### src/rtl/msi_pkg.sv
// rtl/msi_pkg.sv - shared encodings and types for the MSI directory controller
//
// Purpose: directory state, op, processor and coherence-message encodings,
//          FSM state type and the per-block directory entry.
// Ports:   none (package).

package msi_pkg;

    typedef enum logic [1:0] {
        DIR_U = 2'b00,
        DIR_S = 2'b01,
        DIR_M = 2'b10
    } dir_state_t;

    typedef enum logic {
        OP_READ  = 1'b0,
        OP_WRITE = 1'b1
    } op_t;

    localparam logic PROC_0 = 1'b0;
    localparam logic PROC_1 = 1'b1;

    typedef enum logic {
        INV_INVALIDATE = 1'b0,
        INV_RECALL     = 1'b1
    } inv_type_t;

    typedef enum logic [2:0] {
        ST_IDLE,
        ST_LOOKUP,
        ST_INVAL,
        ST_UPDATE,
        ST_RESPOND
    } fsm_state_t;

    // sharers[n] is set when processor n holds a copy
    typedef struct packed {
        dir_state_t state;
        logic [1:0] sharers;
        logic       owner;
    } dir_entry_t;

    localparam dir_entry_t DIR_ENTRY_RESET = '{state: DIR_U, sharers: 2'b00, owner: PROC_0};

    function automatic logic [1:0] proc_bit(input logic p);
        return (p == PROC_1) ? 2'b10 : 2'b01;
    endfunction

endpackage

### src/rtl/msi_req_fifo.sv
// rtl/msi_req_fifo.sv - synchronous request FIFO with full/empty flags
//
// Purpose: buffers request words between the generator and the directory FSM.
// Ports:   Clock, Resetn (async active-low); push/wdata write side;
//          pop/rdata read side (rdata shows the head combinationally);
//          full, empty status.
// A push while full is ignored unless a pop happens on the same edge.

module msi_req_fifo #(
    parameter int WIDTH = 10,
    parameter int DEPTH = 16
) (
    input  logic             Clock,
    input  logic             Resetn,
    input  logic             push,
    input  logic [WIDTH-1:0] wdata,
    input  logic             pop,
    output logic [WIDTH-1:0] rdata,
    output logic             full,
    output logic             empty
);

    localparam int PW = (DEPTH > 1) ? $clog2(DEPTH) : 1;

    logic [WIDTH-1:0] mem [DEPTH];
    logic [PW-1:0]    wr_ptr;
    logic [PW-1:0]    rd_ptr;
    logic [PW:0]      count;
    logic             do_push;
    logic             do_pop;

    assign do_pop  = pop && !empty;
    assign do_push = push && (!full || do_pop);
    assign full    = (count == DEPTH[PW:0]);
    assign empty   = (count == '0);
    assign rdata   = mem[rd_ptr];

    always_ff @(posedge Clock or negedge Resetn) begin
        if (!Resetn) begin
            wr_ptr <= '0;
            rd_ptr <= '0;
            count  <= '0;
        end else begin
            if (do_push) wr_ptr <= wr_ptr + 1'b1;
            if (do_pop)  rd_ptr <= rd_ptr + 1'b1;
            case ({do_push, do_pop})
                2'b10:   count <= count + 1'b1;
                2'b01:   count <= count - 1'b1;
                default: count <= count;
            endcase
        end
    end

    always_ff @(posedge Clock) begin
        if (do_push) mem[wr_ptr] <= wdata;
    end

endmodule

### src/rtl/msi_directory_ctrl.sv
// rtl/msi_directory_ctrl.sv - two-processor MSI home-node directory controller
//
// Purpose: queues requests, looks up the directory, sends invalidate/recall
//          messages with ack handshake, updates directory/data, responds.
// Ports:   Clock, Resetn (async active-low);
//          ReqValid/AddressTest/WriteOrRead/Processor/DataTest request input;
//          Overflow sticky drop flag;
//          InvValid/InvType/InvProcessor/InvAddress message out, InvAck in;
//          RspValid/RspProcessor/RspAddress/RspData/RspHit/RspState response.

module msi_directory_ctrl
    import msi_pkg::*;
#(
    parameter int ADDR_W     = 4,
    parameter int DATA_W     = 4,
    parameter int FIFO_DEPTH = 16
) (
    input  logic              Clock,
    input  logic              Resetn,
    input  logic              ReqValid,
    input  logic [ADDR_W-1:0] AddressTest,
    input  logic [1:0]        WriteOrRead,
    input  logic [1:0]        Processor,
    input  logic [DATA_W-1:0] DataTest,
    output logic              Overflow,
    output logic              InvValid,
    output logic              InvType,
    output logic              InvProcessor,
    output logic [ADDR_W-1:0] InvAddress,
    input  logic              InvAck,
    output logic              RspValid,
    output logic              RspProcessor,
    output logic [ADDR_W-1:0] RspAddress,
    output logic [DATA_W-1:0] RspData,
    output logic              RspHit,
    output logic [1:0]        RspState
);

    localparam int DIR_N = 1 << ADDR_W;
    localparam int REQ_W = ADDR_W + DATA_W + 2;

    logic              req_ok;
    logic              fifo_pop;
    logic              fifo_full;
    logic              fifo_empty;
    logic [REQ_W-1:0]  fifo_rdata;

    fsm_state_t        state;
    logic [ADDR_W-1:0] txn_addr;
    logic              txn_op;
    logic              txn_proc;
    logic [DATA_W-1:0] txn_data;

    dir_entry_t        dir [DIR_N];
    logic [DATA_W-1:0] data_mem [DIR_N];

    dir_entry_t        cur_entry;
    dir_entry_t        nxt_entry;
    dir_entry_t        nxt_q;
    logic              lk_hit;
    logic              hit_q;
    logic [1:0]        lk_targets;
    logic [1:0]        targets_q;
    logic              lk_type;
    logic [1:0]        rbit;
    logic [1:0]        obit;

    // No-ops and invalid processor IDs never reach the FIFO
    assign req_ok   = ReqValid && !Processor[1] && !WriteOrRead[1];
    assign fifo_pop = (state == ST_IDLE) && !fifo_empty;

    msi_req_fifo #(
        .WIDTH (REQ_W),
        .DEPTH (FIFO_DEPTH)
    ) u_fifo (
        .Clock  (Clock),
        .Resetn (Resetn),
        .push   (req_ok),
        .wdata  ({AddressTest, WriteOrRead[0], Processor[0], DataTest}),
        .pop    (fifo_pop),
        .rdata  (fifo_rdata),
        .full   (fifo_full),
        .empty  (fifo_empty)
    );

    // Protocol table: next entry, hit flag and processors needing a message
    always_comb begin
        cur_entry  = dir[txn_addr];
        nxt_entry  = cur_entry;
        lk_hit     = 1'b0;
        lk_targets = 2'b00;
        lk_type    = INV_INVALIDATE;
        rbit       = proc_bit(txn_proc);
        obit       = proc_bit(!txn_proc);
        if (txn_op == OP_READ) begin
            case (cur_entry.state)
                DIR_U: begin
                    nxt_entry.state   = DIR_S;
                    nxt_entry.sharers = rbit;
                end
                DIR_S: begin
                    lk_hit            = |(cur_entry.sharers & rbit);
                    nxt_entry.sharers = cur_entry.sharers | rbit;
                end
                DIR_M: begin
                    if (cur_entry.owner == txn_proc) begin
                        lk_hit = 1'b1;
                    end else begin
                        lk_targets        = obit;
                        lk_type           = INV_RECALL;
                        nxt_entry.state   = DIR_S;
                        nxt_entry.sharers = 2'b11;
                    end
                end
                default: ;
            endcase
        end else begin
            nxt_entry = '{state: DIR_M, sharers: rbit, owner: txn_proc};
            if (cur_entry.state == DIR_S)
                lk_targets = cur_entry.sharers & ~rbit;
            else if (cur_entry.state == DIR_M && cur_entry.owner != txn_proc)
                lk_targets = obit;
            lk_hit = (cur_entry.state == DIR_M) && (cur_entry.owner == txn_proc);
        end
    end

    always_ff @(posedge Clock or negedge Resetn) begin
        if (!Resetn) begin
            state        <= ST_IDLE;
            txn_addr     <= '0;
            txn_op       <= 1'b0;
            txn_proc     <= 1'b0;
            txn_data     <= '0;
            nxt_q        <= DIR_ENTRY_RESET;
            hit_q        <= 1'b0;
            targets_q    <= 2'b00;
            Overflow     <= 1'b0;
            InvValid     <= 1'b0;
            InvType      <= 1'b0;
            InvProcessor <= 1'b0;
            InvAddress   <= '0;
            RspValid     <= 1'b0;
            RspProcessor <= 1'b0;
            RspAddress   <= '0;
            RspData      <= '0;
            RspHit       <= 1'b0;
            RspState     <= 2'b00;
            for (int i = 0; i < DIR_N; i++) begin
                dir[i]      <= DIR_ENTRY_RESET;
                data_mem[i] <= '0;
            end
        end else begin
            if (req_ok && fifo_full && !fifo_pop) Overflow <= 1'b1;
            case (state)
                ST_IDLE: begin
                    if (!fifo_empty) begin
                        {txn_addr, txn_op, txn_proc, txn_data} <= fifo_rdata;
                        state <= ST_LOOKUP;
                    end
                end
                ST_LOOKUP: begin
                    nxt_q <= nxt_entry;
                    hit_q <= lk_hit;
                    if (lk_targets == 2'b00) begin
                        state <= ST_UPDATE;
                    end else begin
                        // Serve P0 first; whatever remains waits in targets_q
                        InvValid     <= 1'b1;
                        InvType      <= lk_type;
                        InvProcessor <= !lk_targets[0];
                        InvAddress   <= txn_addr;
                        targets_q    <= lk_targets & (lk_targets[0] ? 2'b10 : 2'b00);
                        state        <= ST_INVAL;
                    end
                end
                ST_INVAL: begin
                    if (InvAck) begin
                        if (targets_q != 2'b00) begin
                            InvProcessor <= !targets_q[0];
                            targets_q    <= targets_q & (targets_q[0] ? 2'b10 : 2'b00);
                        end else begin
                            InvValid <= 1'b0;
                            state    <= ST_UPDATE;
                        end
                    end
                end
                ST_UPDATE: begin
                    dir[txn_addr] <= nxt_q;
                    if (txn_op == OP_WRITE) data_mem[txn_addr] <= txn_data;
                    RspValid     <= 1'b1;
                    RspProcessor <= txn_proc;
                    RspAddress   <= txn_addr;
                    RspData      <= (txn_op == OP_WRITE) ? txn_data : data_mem[txn_addr];
                    RspHit       <= hit_q;
                    RspState     <= nxt_q.state;
                    state        <= ST_RESPOND;
                end
                ST_RESPOND: begin
                    RspValid <= 1'b0;
                    state    <= ST_IDLE;
                end
                default: state <= ST_IDLE;
            endcase
        end
    end

endmodule

### config.mk
export PLATFORM = sky130hd
export DESIGN_NAME = msi_directory_ctrl
export DESIGN_NICKNAME = d
export VERILOG_FILES = /design/src/rtl/msi_pkg.sv /design/src/rtl/msi_req_fifo.sv /design/src/rtl/msi_directory_ctrl.sv
export SDC_FILE = /design/constraint.sdc
export NUM_CORES = 1
export LEC_CHECK = 0
export ABC_AREA = 1
export CELL_PAD_IN_SITES_DETAIL_PLACEMENT = 1
export CELL_PAD_IN_SITES_GLOBAL_PLACEMENT = 1
export CORE_ASPECT_RATIO = 0.7
export CORE_MARGIN = 1.5
export CORE_UTILIZATION = 49
export DETAILED_ROUTE_END_ITERATION = 16
export HOLD_SLACK_MARGIN = 0.15
export PLACE_DENSITY = 0.83
export SLEW_MARGIN = 20
export SYNTH_ARGS = -nofsm -noshare
export SYNTH_HDL_FRONTEND = slang
export SYNTH_SLANG_ARGS = --single-unit
export TNS_END_PERCENT = 5
### constraint.sdc
create_clock -name Clock -period 3.85 [get_ports Clock]
set_input_delay 0.77 -clock Clock [delete_from_list [all_inputs] [get_ports Clock]]
set_output_delay 0.77 -clock Clock [all_outputs]
set_load 0.02 [all_outputs]
==> run_results.csv <==
group,metric,value,unit
floorplan,fp.dieH,150,um
floorplan,num_rows,53,
detailed_routing,routed.top_layer,"met4",
global_route,grt_usage,0.294,
sta,period_minus_slack,3.49,ns
cts,cts-root-buf,"clkbuf_16",
logic_synthesis,yosys.area.top_type,"dfrtp_1",
power_and_ir_drop,powerDensity,823,mW/mm^2
sta,tightest_slew,0.857,ns
cells_and_area,finalInstanceArea,0.0172,mm^2
hold_path,min_path_type,"primary input to asynchronous set/reset pin",
placed_design,portBuffers,36,
floorplan,die-area,0.0321,mm^2
worst_setup_path,r2r_slack,0.36,ns
sta,maxSlewHeadroom,0.427,
detailed_routing,final_antenna_net_count,0,
detailed_routing,dr_wl_met2,20500,um
detailed_routing,routedWlPerCell,23.0,um
cts,clock_path_buffers,3,
logic_synthesis,synth_fp_nets,1526,
detailed_routing,wl_met3,3310,um
logic_synthesis,syn_avg_cell_area,10.2,um^2
flow_run,cap_violations,0,
worst_setup_path,crit_top_cell,"nand2_1",
floorplan,ios,37,
cts,cts_buffers,36,
logic_synthesis,yosysUniqueCellTypes,40,
floorplan,die_w,213,um
worst_setup_path,cpMaxStageDelayCell,"dfrtp_1",
cts,cts_tree,"built",
logic_synthesis,syn_inst,1494,
power_and_ir_drop,peakVddDrop,0.475,mV
logic_synthesis,synth_enable_flop_cells,160,
worst_setup_path,path_cells,"inv_2 -> nor2_2 -> a22oi_1 -> nand3_1 -> nand2_1 -> nand4_1 -> ha_1 -> inv_1 -> nor2_1 -> nor2_1 -> nor3_1 -> nand2_1 -> nand2_1 -> o21ai_2 -> nand2_1 -> o21ai_0",
worst_setup_path,crit_fanout,14,
worst_setup_path,end_kind,"flop",
detailed_routing,avgViaCountPerCell,5.96,
worst_setup_path,startpoint_type,"flop",
cells_and_area,area_delta_synth_final,13.0,%
sta,maxSlewViolCount,0,
cts,clk_pin_slew,0.07,ns
sta,period_share,0.906,
detailed_routing,drc_errors,0,
cts,holdBufCountCts,0,
placed_design,gp_congestion,0.908,
worst_setup_path,cp_slowest_stage_delay,0.55,ns
worst_setup_path,critical_path_class,"flop to flop",
cts,h-tree-depth,2,
worst_setup_path,r2r_end,"InvAddress[2]$_DFFE_PN0P_",
detailed_routing,drtIter0Drc,1139,
sta,setup-tns-final,0,ns
cts,clock_sinks,358,
logic_synthesis,synthTopCellsByCount,"nand2_1 (347), o21ai_0 (246), dfrtp_1 (198)",
detailed_routing,vias,11732,
cts,cts_setup_buffers,0,
run_status,status,"finished clean",
sta,setup_violations,0,
floorplan,design.core.area,0.0302,mm^2
worst_setup_path,cp.arrival,3.88,ns
worst_setup_path,cp.required,4.24,ns
logic_synthesis,syn_area,0.0152,mm^2
placed_design,dp_hpwl,29800,um
logic_synthesis,synthArstFlopShare,0.553,
sta,max_freq,287,MHz
logic_synthesis,yosysMostFrequentCell,"nand2_1",
detailed_routing,drt-met1-wl,20500,um
global_route,antenna_found_initial,0,
global_route,grt_first_pass_wirelength,71400,um
detailed_routing,first_pass_iters,5,
floorplan,start_util,0.502,
global_route,first_global_vias,12370,
logic_synthesis,synth_seq_cells,358,
logic_synthesis,ys_seq_area_frac,0.643,
detailed_routing,drt_wl_total,45300,um
logic_synthesis,synth_top_area_frac,0.326,
global_route,grt.overflow.total,0,
logic_synthesis,synth_flop_cell,"dfrtp_1",
placed_design,place_area,0.0160,mm^2
power_and_ir_drop,p_leak,6.90,nW
logic_synthesis,yosys_warnings,0,
sta,fin_skew,0.0216,ns
cts,clk_latency,0.55,ns
cells_and_area,utilization,0.568,
worst_setup_path,r2r_cells,16,
sta,hold_violations,0,
worst_setup_path,r2r_start,"txn_addr[0]$_DFFE_PN0P_",
cts,post_cts_resized,0,
sta,rsz0062_at_grt,"false",
logic_synthesis,synthTopCellsByArea,"dfrtp_1 (33%), edfxtp_1 (32%), nand2_1 (8.6%), o21ai_0 (8.1%), nor2_1 (3.6%)",
cells_and_area,drive_gt1_frac,0.0765,
global_route,grt_max_degree,92,
cells_and_area,fin_nets,1561,
==> layer usage <==
metal / up-vias / track usage
met1: 5979 / 0.432
li1: 5250 / -
met2: 428 / 0.446
met4: 0 / 0.0831
met3: 75 / 0.0590
met5: - / 0
==> layout make-up <==
cell class,count,area [um^2]
antenna,1,2.50
clock buffer,44,962
clock inverter,21,181
fill,3344,13100
inverter,71,267
multi-input combinational,994,4850
sequential,358,9760
tap,412,515
timing repair buffer,68,629
==> through the flow <==
step / worst slack [ns] / hold slack, ns / cells / total power [mW]
5_1_grt: 0.0546 / 0.255 / 1968 / 15.0
2_1_floorplan: 1.16 / 0.442 / 1494 / 8.71
3_3_place_gp: 0.800 / 0.455 / 1903 / 10.2
4_1_cts: 0.450 / 0.235 / 1968 / 14.1
6_report: 0.364 / 0.216 / 1969 / 14.1
3_5_place_dp: 0.536 / 0.460 / 1903 / 10.6
==> worst max path at each step <==
stage                     slack [ns]                          end                     from  cells after the start
after floorplan                 1.16    InvAddress[0]$_DFFE_PN0P_  txn_addr[0]$_DFFE_PN0P_                     21
after global placement          0.80  u_fifo.count[4]$_DFFE_PN0P_                 ReqValid                     12
after detailed placement        0.54    InvAddress[2]$_DFFE_PN0P_  txn_addr[0]$_DFFE_PN0P_                     16
after CTS                       0.45    InvAddress[2]$_DFFE_PN0P_  txn_addr[0]$_DFFE_PN0P_                     16
after global routing            0.05    InvAddress[2]$_DFFE_PN0P_  txn_addr[0]$_DFFE_PN0P_                     16
final                           0.36    InvAddress[2]$_DFFE_PN0P_  txn_addr[0]$_DFFE_PN0P_                     16
==> cells by family after synthesis <==
group | synth area share
compound gates | 0.141
buf+inv | 0.0383
fa+ha+maj | 0.0137
mux | 0.000741
simple gates | 0.159
flops | 0.643
xor+xnor | 0.00519
==> flip-flops by register name, indices dropped and copies added (netlist names), 5 cells and up <==
register,count
u_fifo.count,5
dir,80
data_mem,64
u_fifo.mem,160
nxt_q,5
==> placed cells by master, fill, tap and decap left out, types with 2 or more instances in the layout <==
| cell type | n |
|---|---|
| a21oi_1 | 17 |
| a22oi_1 | 28 |
| a31oi_1 | 16 |
| buf_12 | 2 |
| buf_4 | 30 |
| bufinv_16 | 2 |
| clkbuf_1 | 6 |
| clkbuf_16 | 37 |
| clkbuf_8 | 2 |
| clkdlybuf4s50_1 | 35 |
| clkinv_1 | 11 |
| clkinv_2 | 7 |
| dfrtp_1 | 197 |
| edfxtp_1 | 160 |
| ha_1 | 15 |
| inv_1 | 51 |
| inv_16 | 2 |
| inv_2 | 17 |
| nand2_1 | 347 |
| nand2_2 | 2 |
| nand3_1 | 70 |
| nand4_1 | 3 |
| nor2_1 | 145 |
| nor2_2 | 5 |
| nor3_1 | 12 |
| nor3_2 | 6 |
| o211ai_1 | 18 |
| o21ai_0 | 246 |
| o221ai_1 | 29 |
| o22ai_1 | 14 |
| xor2_1 | 8 |
==> where the power goes <==
part           switching, mW  total (mW)  internal (mW)
registers              0.743        5.64           4.89
clock network           1.54        3.48           1.94
logic                   3.50        5.02           1.52
total                   5.79        14.1           8.35
==> worst max-delay path: cells and delay by family (launching register included) <==
kind | cells | cell delay [ns]
compound gates | 3 | 0.42
flops | 1 | 0.55
buf+inv | 2 | 0.17
simple gates | 10 | 1.88
fa+ha+maj | 1 | 0.30
(Power assumes the default switching activity.)
